File: src/rtl/bky_rdbk_fsm_pkg.sv
// bky_rdbk_fsm_pkg: shared state encoding and default geometry for the readback FSM
package bky_rdbk_fsm_pkg;
  localparam int WBITS_DEF  = 16;
  localparam int NWORDS_DEF = 18;
  typedef enum logic [2:0] {
    IDLE      = 3'b000,
    SHIFT     = 3'b001,
    WAIT4ROOM = 3'b010,
    WRITE     = 3'b011,
    SET_DONE  = 3'b100
  } state_e;
endpackage

File: src/rtl/bky_rdbk_fsm_if.sv
// bky_rdbk_fsm_if: request, chain and FIFO-side signals of the readback FSM
interface bky_rdbk_fsm_if #(parameter int WBITS = 16);
  logic             START;
  logic             FULL;
  logic             SDIN;
  logic             SHFT_ENA;
  logic             WRENA;
  logic [WBITS-1:0] DOUT;
  logic             DONE;
  modport master (output START, FULL, SDIN, input SHFT_ENA, WRENA, DOUT, DONE);
  modport slave  (input START, FULL, SDIN, output SHFT_ENA, WRENA, DOUT, DONE);
endinterface

File: src/rtl/bky_rdbk_deser.sv
// bky_rdbk_deser: MSB-first serial-to-parallel word assembly with output word register
module bky_rdbk_deser #(
  parameter int WBITS = 16,
  parameter int BW    = $clog2(WBITS)
) (
  input  logic             clk,
  input  logic             rst_n,
  input  logic             clr,
  input  logic             shift,
  input  logic             load,
  input  logic             sdin,
  output logic [BW-1:0]    bcnt_o,
  output logic [WBITS-1:0] dout_o
);
  logic [WBITS-1:0] sreg_q, sreg_d, dout_q, dout_d;
  logic [BW-1:0]    bcnt_q, bcnt_d;
  // the final bit is folded into the loaded word on the same edge it is captured
  always_comb begin
    sreg_d = shift ? {sreg_q[WBITS-2:0], sdin} : sreg_q;
    bcnt_d = clr ? '0 : shift ? ((bcnt_q == BW'(WBITS-1)) ? '0 : bcnt_q + 1'b1) : bcnt_q;
    dout_d = load ? sreg_d : dout_q;
  end
  // falling-edge storage with asynchronous clear
  always_ff @(negedge clk or negedge rst_n) begin
    if (!rst_n) begin
      sreg_q <= '0;
      bcnt_q <= '0;
      dout_q <= '0;
    end else begin
      sreg_q <= sreg_d;
      bcnt_q <= bcnt_d;
      dout_q <= dout_d;
    end
  end
  assign bcnt_o = bcnt_q;
  assign dout_o = dout_q;
endmodule

File: src/rtl/bky_rdbk.sv
// bky_rdbk_fsm: reads a scan chain word by word into a FIFO, stalling on FULL
module bky_rdbk_fsm
  import bky_rdbk_fsm_pkg::*;
#(
  parameter int WBITS  = WBITS_DEF,
  parameter int NWORDS = NWORDS_DEF
) (
  input logic          CLK,
  input logic          RST,
  bky_rdbk_fsm_if.slave bus
);
  localparam int BW = $clog2(WBITS);
  localparam int WW = $clog2(NWORDS + 1);
  state_e          state_q, state_d;
  logic [WW-1:0]   wcnt_q, wcnt_d;
  logic [BW-1:0]   bcnt;
  logic [WBITS-1:0] dout;
  logic            shft_ena_q, wrena_q, done_q;
  logic            last_bit;
  assign last_bit = bcnt == BW'(WBITS-1);
  // next-state and word counter; FULL only matters on the last bit and while waiting
  always_comb begin
    state_d = state_q;
    wcnt_d  = wcnt_q;
    case (state_q)
      IDLE: begin
        if (bus.START) begin
          state_d = SHIFT;
          wcnt_d  = '0;
        end
      end
      SHIFT:     if (last_bit) state_d = bus.FULL ? WAIT4ROOM : WRITE;
      WAIT4ROOM: if (!bus.FULL) state_d = WRITE;
      WRITE: begin
        wcnt_d  = wcnt_q + 1'b1;
        state_d = (wcnt_q == WW'(NWORDS-1)) ? SET_DONE : SHIFT;
      end
      SET_DONE:  if (!bus.START) state_d = IDLE;
      default:   state_d = IDLE;
    endcase
  end
  // state, counter and outputs registered from the next state
  always_ff @(negedge CLK or negedge RST) begin
    if (!RST) begin
      state_q    <= IDLE;
      wcnt_q     <= '0;
      shft_ena_q <= 1'b0;
      wrena_q    <= 1'b0;
      done_q     <= 1'b0;
    end else begin
      state_q    <= state_d;
      wcnt_q     <= wcnt_d;
      shft_ena_q <= state_d == SHIFT;
      wrena_q    <= state_d == WRITE;
      done_q     <= state_d == SET_DONE;
    end
  end
  bky_rdbk_deser #(.WBITS(WBITS), .BW(BW)) u_deser (
    .clk   (CLK),
    .rst_n (RST),
    .clr   (state_q == IDLE && bus.START),
    .shift (state_q == SHIFT),
    .load  (state_d == WRITE),
    .sdin  (bus.SDIN),
    .bcnt_o(bcnt),
    .dout_o(dout)
  );
  assign bus.SHFT_ENA = shft_ena_q;
  assign bus.WRENA    = wrena_q;
  assign bus.DONE     = done_q;
  assign bus.DOUT     = dout;
endmodule

File: src/flat_wrapper.sv
// flat-port wrapper written by rule: the top's interface ports become plain ports
module bky_rdbk_fsm_flat import bky_rdbk_fsm_pkg::*;
#(
  parameter int WBITS  = WBITS_DEF,
  parameter int NWORDS = NWORDS_DEF
)
  (CLK, RST, bus_START, bus_FULL, bus_SDIN, bus_SHFT_ENA, bus_WRENA, bus_DOUT, bus_DONE);
  bky_rdbk_fsm_if #(.WBITS(WBITS)) bus_i ();
  input logic CLK;
  input logic RST;
  input wire logic [$bits(bus_i.START)-1:0] bus_START;
  input wire logic [$bits(bus_i.FULL)-1:0] bus_FULL;
  input wire logic [$bits(bus_i.SDIN)-1:0] bus_SDIN;
  output wire logic [$bits(bus_i.SHFT_ENA)-1:0] bus_SHFT_ENA;
  output wire logic [$bits(bus_i.WRENA)-1:0] bus_WRENA;
  output wire logic [$bits(bus_i.DOUT)-1:0] bus_DOUT;
  output wire logic [$bits(bus_i.DONE)-1:0] bus_DONE;
  assign bus_i.START = bus_START;
  assign bus_i.FULL = bus_FULL;
  assign bus_i.SDIN = bus_SDIN;
  assign bus_SHFT_ENA = bus_i.SHFT_ENA;
  assign bus_WRENA = bus_i.WRENA;
  assign bus_DOUT = bus_i.DOUT;
  assign bus_DONE = bus_i.DONE;
  bky_rdbk_fsm #(.WBITS(WBITS), .NWORDS(NWORDS)) u_core (.CLK(CLK), .RST(RST), .bus(bus_i));
endmodule
File: config.mk
export PLATFORM = sky130hd
export DESIGN_NAME = bky_rdbk_fsm_flat
export DESIGN_NICKNAME = d
export VERILOG_FILES = /design/src/rtl/bky_rdbk_fsm_pkg.sv /design/src/rtl/bky_rdbk_fsm_if.sv /design/src/rtl/bky_rdbk_deser.sv /design/src/rtl/bky_rdbk.sv /design/src/flat_wrapper.sv
export SDC_FILE = /design/constraint.sdc
export NUM_CORES = 1
export LEC_CHECK = 0
export CORE_ASPECT_RATIO = 1.4
export CORE_MARGIN = 2
export CORE_UTILIZATION = 59
export DETAILED_ROUTE_END_ITERATION = 16
export PLACE_DENSITY = 0.94
export SKIP_CTS_REPAIR_TIMING = 1
export SYNTH_ARGS = -nofsm -noshare
export SYNTH_HDL_FRONTEND = slang
export SYNTH_HIERARCHICAL = 1
export SYNTH_SLANG_ARGS = --single-unit
File: constraint.sdc
create_clock -name CLK -period 5.2 [get_ports CLK]
set_input_delay 0.52 -clock CLK [delete_from_list [all_inputs] [get_ports CLK]]
set_output_delay 0.52 -clock CLK [all_outputs]
set_load 0.01 [all_outputs]
==> results.md, run 1 <==
Outcome:
- The flow ran to the end, and the final reports show no timing, DRC or antenna violations.

Cells and area:
- The layout cell share with drive strength beyond 1 is 30.95%.
- Relative to the synthesized area, the layout overhead comes to 15.12%.
- The diode insertion count for antenna repair is 0.
- The post-route standard cell area excluding fillers is 0.002391 mm^2.
- After the last flow step, the layout net total stands at 175.

Global route:
- The overall routing resource usage is 22.63%.
- Entering global routing, the biggest net connects 48 pins.
- The sum of overflow across all layers after global routing is 0.
- The number of global-route vias before repair is 1,315.
- The global-route wire length before repair is around 6400 um.
- The initial antenna violation count is 0.

Synthesis:
- The top flip-flop cell by instance count after synthesis is sky130_fd_sc_hd__dfrtn_1.
- Counting flops with a built-in enable in the synthesized netlist gives 0.
- By count the netlist is led by 47 x sky130_fd_sc_hd__dfrtn_1, 19 x sky130_fd_sc_hd__mux2_2, 15 x sky130_fd_sc_hd__mux2_4.
- The net count after synthesis is 151.
- The share of Yosys cell area claimed by the top area cell type is a little under three fifths.
- The number of instances in the synthesized netlist is 143.
- The cell area that synthesis handed to floorplanning was approximately 0.0021 mm^2.
- The number of distinct library cell variants in the gate-level netlist after synthesis is 38.
- The share of flip-flops with an asynchronous set or reset is 100.0%.
- Dividing the synthesized area by the synthesized cell count gives 14.52 um^2.
- By area the synthesized netlist is led by sky130_fd_sc_hd__dfrtn_1 57%, sky130_fd_sc_hd__mux2_4 11%, sky130_fd_sc_hd__mux2_2 10%.
- The cell with the most instances after synthesis is sky130_fd_sc_hd__dfrtn_1.
- Synthesis inferred 47 register bits.
- Sequential elements use 56.63% of the synthesized area.
- The largest area contributor in the synthesized netlist is sky130_fd_sc_hd__dfrtn_1.
- The Yosys step of the flow raised 6 warnings.

Pwr:
- The peak supply drop is 0.4833 mV.
- For this design the ratio of total power to cell area is 579.5 mW/mm^2.
- The total leakage power is 1.103 nW.
- The post-route total power is 1.386 mW.

Setup path:
- The source of the critical timing path is bus_START.
- Data arrives at the worst endpoint at 1.98 ns.
- The critical-path maximum fanout is 17.
- The launching point of the worst reg2reg path is u_core/state_q[0]$_DFF_NN0_.
- The required time of the worst setup path is 2.74 ns.
- STA classifies the critical path endpoint as a register.
- The worst setup path is launched from a primary input.
- The category of the most critical setup path is primary input to register.

Timing:
- Summed over all failing endpoints, the final setup total negative slack is 0 ns.
- At the pin with the least slew margin, the transition time is 1.093 ns.
- The relative max-transition margin is 27.14%.
- Between clock sinks in the finished design, the worst skew comes to 0.006670 ns.
- The final-report hold violation count came to 0.
- The post-layout worst setup margin is 0.7666 ns.
- The count of endpoints failing setup in the final report is 0.
- The final-report max-slew violation count is 0.
- Setup repair after global routing left no endpoint under its margin.

Routing:
- The wire length reported by the detailed router is 3723 um.
- The routed layout has 1,187 vias.
- The total DRC errors in the routed layout is 0.
- The first-pass detailed-route iteration total is 4.
- Once detail routing completed, the nets flagged for antenna violations numbered 0.
- Dividing the detail-routed wire length by the instance count gives 17.90 um.
- Dividing the detail-routed via count by the number of cells gives 5.707.
- The first routing iteration left 34 violations.

Placement:
- At the placement stage, the worst setup path has a slack of 0.4585 ns.
- After detailed placement, the total cell area comes to between 0.002 and 0.0025 mm^2.
- The final weighted congestion of routability-driven global placement is 0.7154.
- The detailed placement HPWL is 2539 um.
- The count of port buffers added during placement is 23.

Die:
- The floorplan die area is 0.004018 mm^2.
- The total area inside the core boundary comes to 0.003378 mm^2.
- In this run the vertical extent of the chip is 74.20 um.
- The row count is 25.
- The number of ports placed on the die boundary is 24.
- The initial cell density of the core is around three fifths.
- The die extent in x is 54.15 um.

Worst hold path:
- The type of the tightest min-delay check is register to register.
- In this run the most critical hold path is launched from u_core/u_deser/dout_o[4]$_DFFE_NN0P_.

Clock tree:
- The maximum level of the CTS H-tree is 2.
- The clock passes through at most 2 buffers.
- The total clock sinks is 47.
- The clock-pin slew of the registers on the worst-case setup and hold paths is 0.06 ns.
- The tree is rooted in a sky130_fd_sc_hd__clkbuf_8.
- TritonCTS built the clock tree.
- The CTS buffer count is 5.
- For the worst-skew pair, the clock arrives at the later sink with an insertion delay of 0.30 ns.

Job:
- Across the run, the number of max-cap violations was 0.
cells by family after synthesis:
kind of cell | Yosys count | share of synthesized area, %
AOI/OAI and AO/OA | 9 | 2.650
xor gates and xnor gates | 1 | 0.4218
adders and majority gates | 3 | 1.807
buffers and inverters | 10 | 3.373
DFF | 47 | 56.63
muxes | 38 | 23.13
and+or+nand+nor | 35 | 11.99
placed cells by master (no fill, tap or decap):
cell                              count
sky130_fd_sc_hd__buf_4                1
sky130_fd_sc_hd__ha_1                 3
sky130_fd_sc_hd__nand2_2              1
sky130_fd_sc_hd__and2b_1              1
sky130_fd_sc_hd__nor4b_4              1
sky130_fd_sc_hd__mux2_1               1
sky130_fd_sc_hd__dfrtn_1             47
sky130_fd_sc_hd__mux2i_1              3
sky130_fd_sc_hd__nor2b_1              2
sky130_fd_sc_hd__a21oi_2              1
sky130_fd_sc_hd__a21oi_1              4
sky130_fd_sc_hd__clkbuf_8             5
sky130_fd_sc_hd__nand2b_1             1
sky130_fd_sc_hd__clkdlybuf4s50_1     22
sky130_fd_sc_hd__or2_2                1
sky130_fd_sc_hd__nand3b_4             1
sky130_fd_sc_hd__nor3b_1              1
sky130_fd_sc_hd__or3_1                3
sky130_fd_sc_hd__nor4b_2              1
sky130_fd_sc_hd__nor4b_1              1
sky130_fd_sc_hd__and4_1               1
sky130_fd_sc_hd__nand3_1              6
sky130_fd_sc_hd__nor2_1               3
sky130_fd_sc_hd__o22ai_1              1
sky130_fd_sc_hd__or2b_1               1
sky130_fd_sc_hd__o21ai_0              1
sky130_fd_sc_hd__nor3_1               1
sky130_fd_sc_hd__clkinv_2             3
sky130_fd_sc_hd__o211ai_1             2
sky130_fd_sc_hd__nand4_1              1
sky130_fd_sc_hd__mux2_4              15
sky130_fd_sc_hd__xor2_1               1
sky130_fd_sc_hd__nor4_2               1
sky130_fd_sc_hd__nand3b_1             1
sky130_fd_sc_hd__and3b_1              1
sky130_fd_sc_hd__nor3_2               1
sky130_fd_sc_hd__nand2_1              4
sky130_fd_sc_hd__buf_2                1
sky130_fd_sc_hd__mux2_2              19
sky130_fd_sc_hd__inv_1                3
state kept, by name (all words and copies together) (netlist names):
| name | count |
|---|---|
| u_core/bus.DONE | 1 |
| u_core/u_deser/sreg_q | 16 |
| u_core/bus.SHFT_ENA | 1 |
| u_core/bus.WRENA | 1 |
| u_core/wcnt_q | 5 |
| u_core/u_deser/dout_o | 16 |
| u_core/u_deser/bcnt_o | 4 |
| u_core/state_q | 3 |
metal layers:
metal	vias to the layer above	wire length, um	GRT usage (%)
li1	554	-	-
met1	602	1557	27.22
met2	25	1951	37.75
met3	6	149	6.827
met4	0	65	8.333
met5	-	0	0
worst max-delay path: stages:
cell	delay, ns
sky130_fd_sc_hd__clkdlybuf4s50_1	0.52
sky130_fd_sc_hd__nor3_1	0.09
sky130_fd_sc_hd__nor4_2	0.19
sky130_fd_sc_hd__buf_4	0.29
sky130_fd_sc_hd__mux2_2	0.37
cell type report:
type                    count  area (um^2)
clock buffers               5        68.82
clock inverters             3        15.01
fillers                   223        987.2
inverters                   3        11.26
multi-input cells          86        837.1
flip-flops and latches     47         1176
well taps                  40        50.05
repair buffers             24        232.7
through the flow:
step                      hold slack, ns  instances  util (%)
after floorplan                   0.4282        143         -
after global placement            0.4454        200     68.30
after detailed placement          0.4599        200     68.30
after CTS                         0.4601        208     70.78
after global routing              0.4813        208     70.78
final                             0.4554        208     70.78
path summary, 6_finish.rpt:
| path | end | slack [ns] | cells past startpoint |
|---|---|---|---|
| setup / recovery | u_core/u_deser/dout_o[12]$_DFFE_NN0P_ | 0.77 | 5 |
| min in group asynchronous | u_core/u_deser/dout_o[3]$_DFFE_NN0P_ | 2.87 | 1 |
| hold reg to reg | u_core/u_deser/dout_o[4]$_DFFE_NN0P_ | 0.46 | 1 |
| setup reg to reg | u_core/u_deser/dout_o[15]$_DFFE_NN0P_ | 2.49 | 4 |
| max in group asynchronous | u_core/u_deser/sreg_q[11]$_DFF_NN0_ | 1.69 | 1 |
| hold / removal | u_core/u_deser/dout_o[4]$_DFFE_NN0P_ | 0.46 | 1 |
where the power goes:
| part | internal, mW | switching, mW | leakage (nW) |
|---|---|---|---|
| clock | 0.0921 | 0.118 | 0.0477 |
| sequential | 0.534 | 0.122 | 0.580 |
| combinational | 0.315 | 0.204 | 0.475 |
| total | 0.941 | 0.445 | 1.10 |
(Power assumes the default switching activity.)
==> inputs of run 2 (changes only) <==
--- a/config.mk
+++ b/config.mk
@@ -9,6 +9,7 @@
 export CORE_MARGIN = 2
 export CORE_UTILIZATION = 59
 export DETAILED_ROUTE_END_ITERATION = 16
+export HOLD_SLACK_MARGIN = 0.02
 export PLACE_DENSITY = 0.94
 export SKIP_CTS_REPAIR_TIMING = 1
 export SYNTH_ARGS = -nofsm -noshare
==> results of run 2 <==
No change in the layout: final DEF, timing and power equal those of run 1.
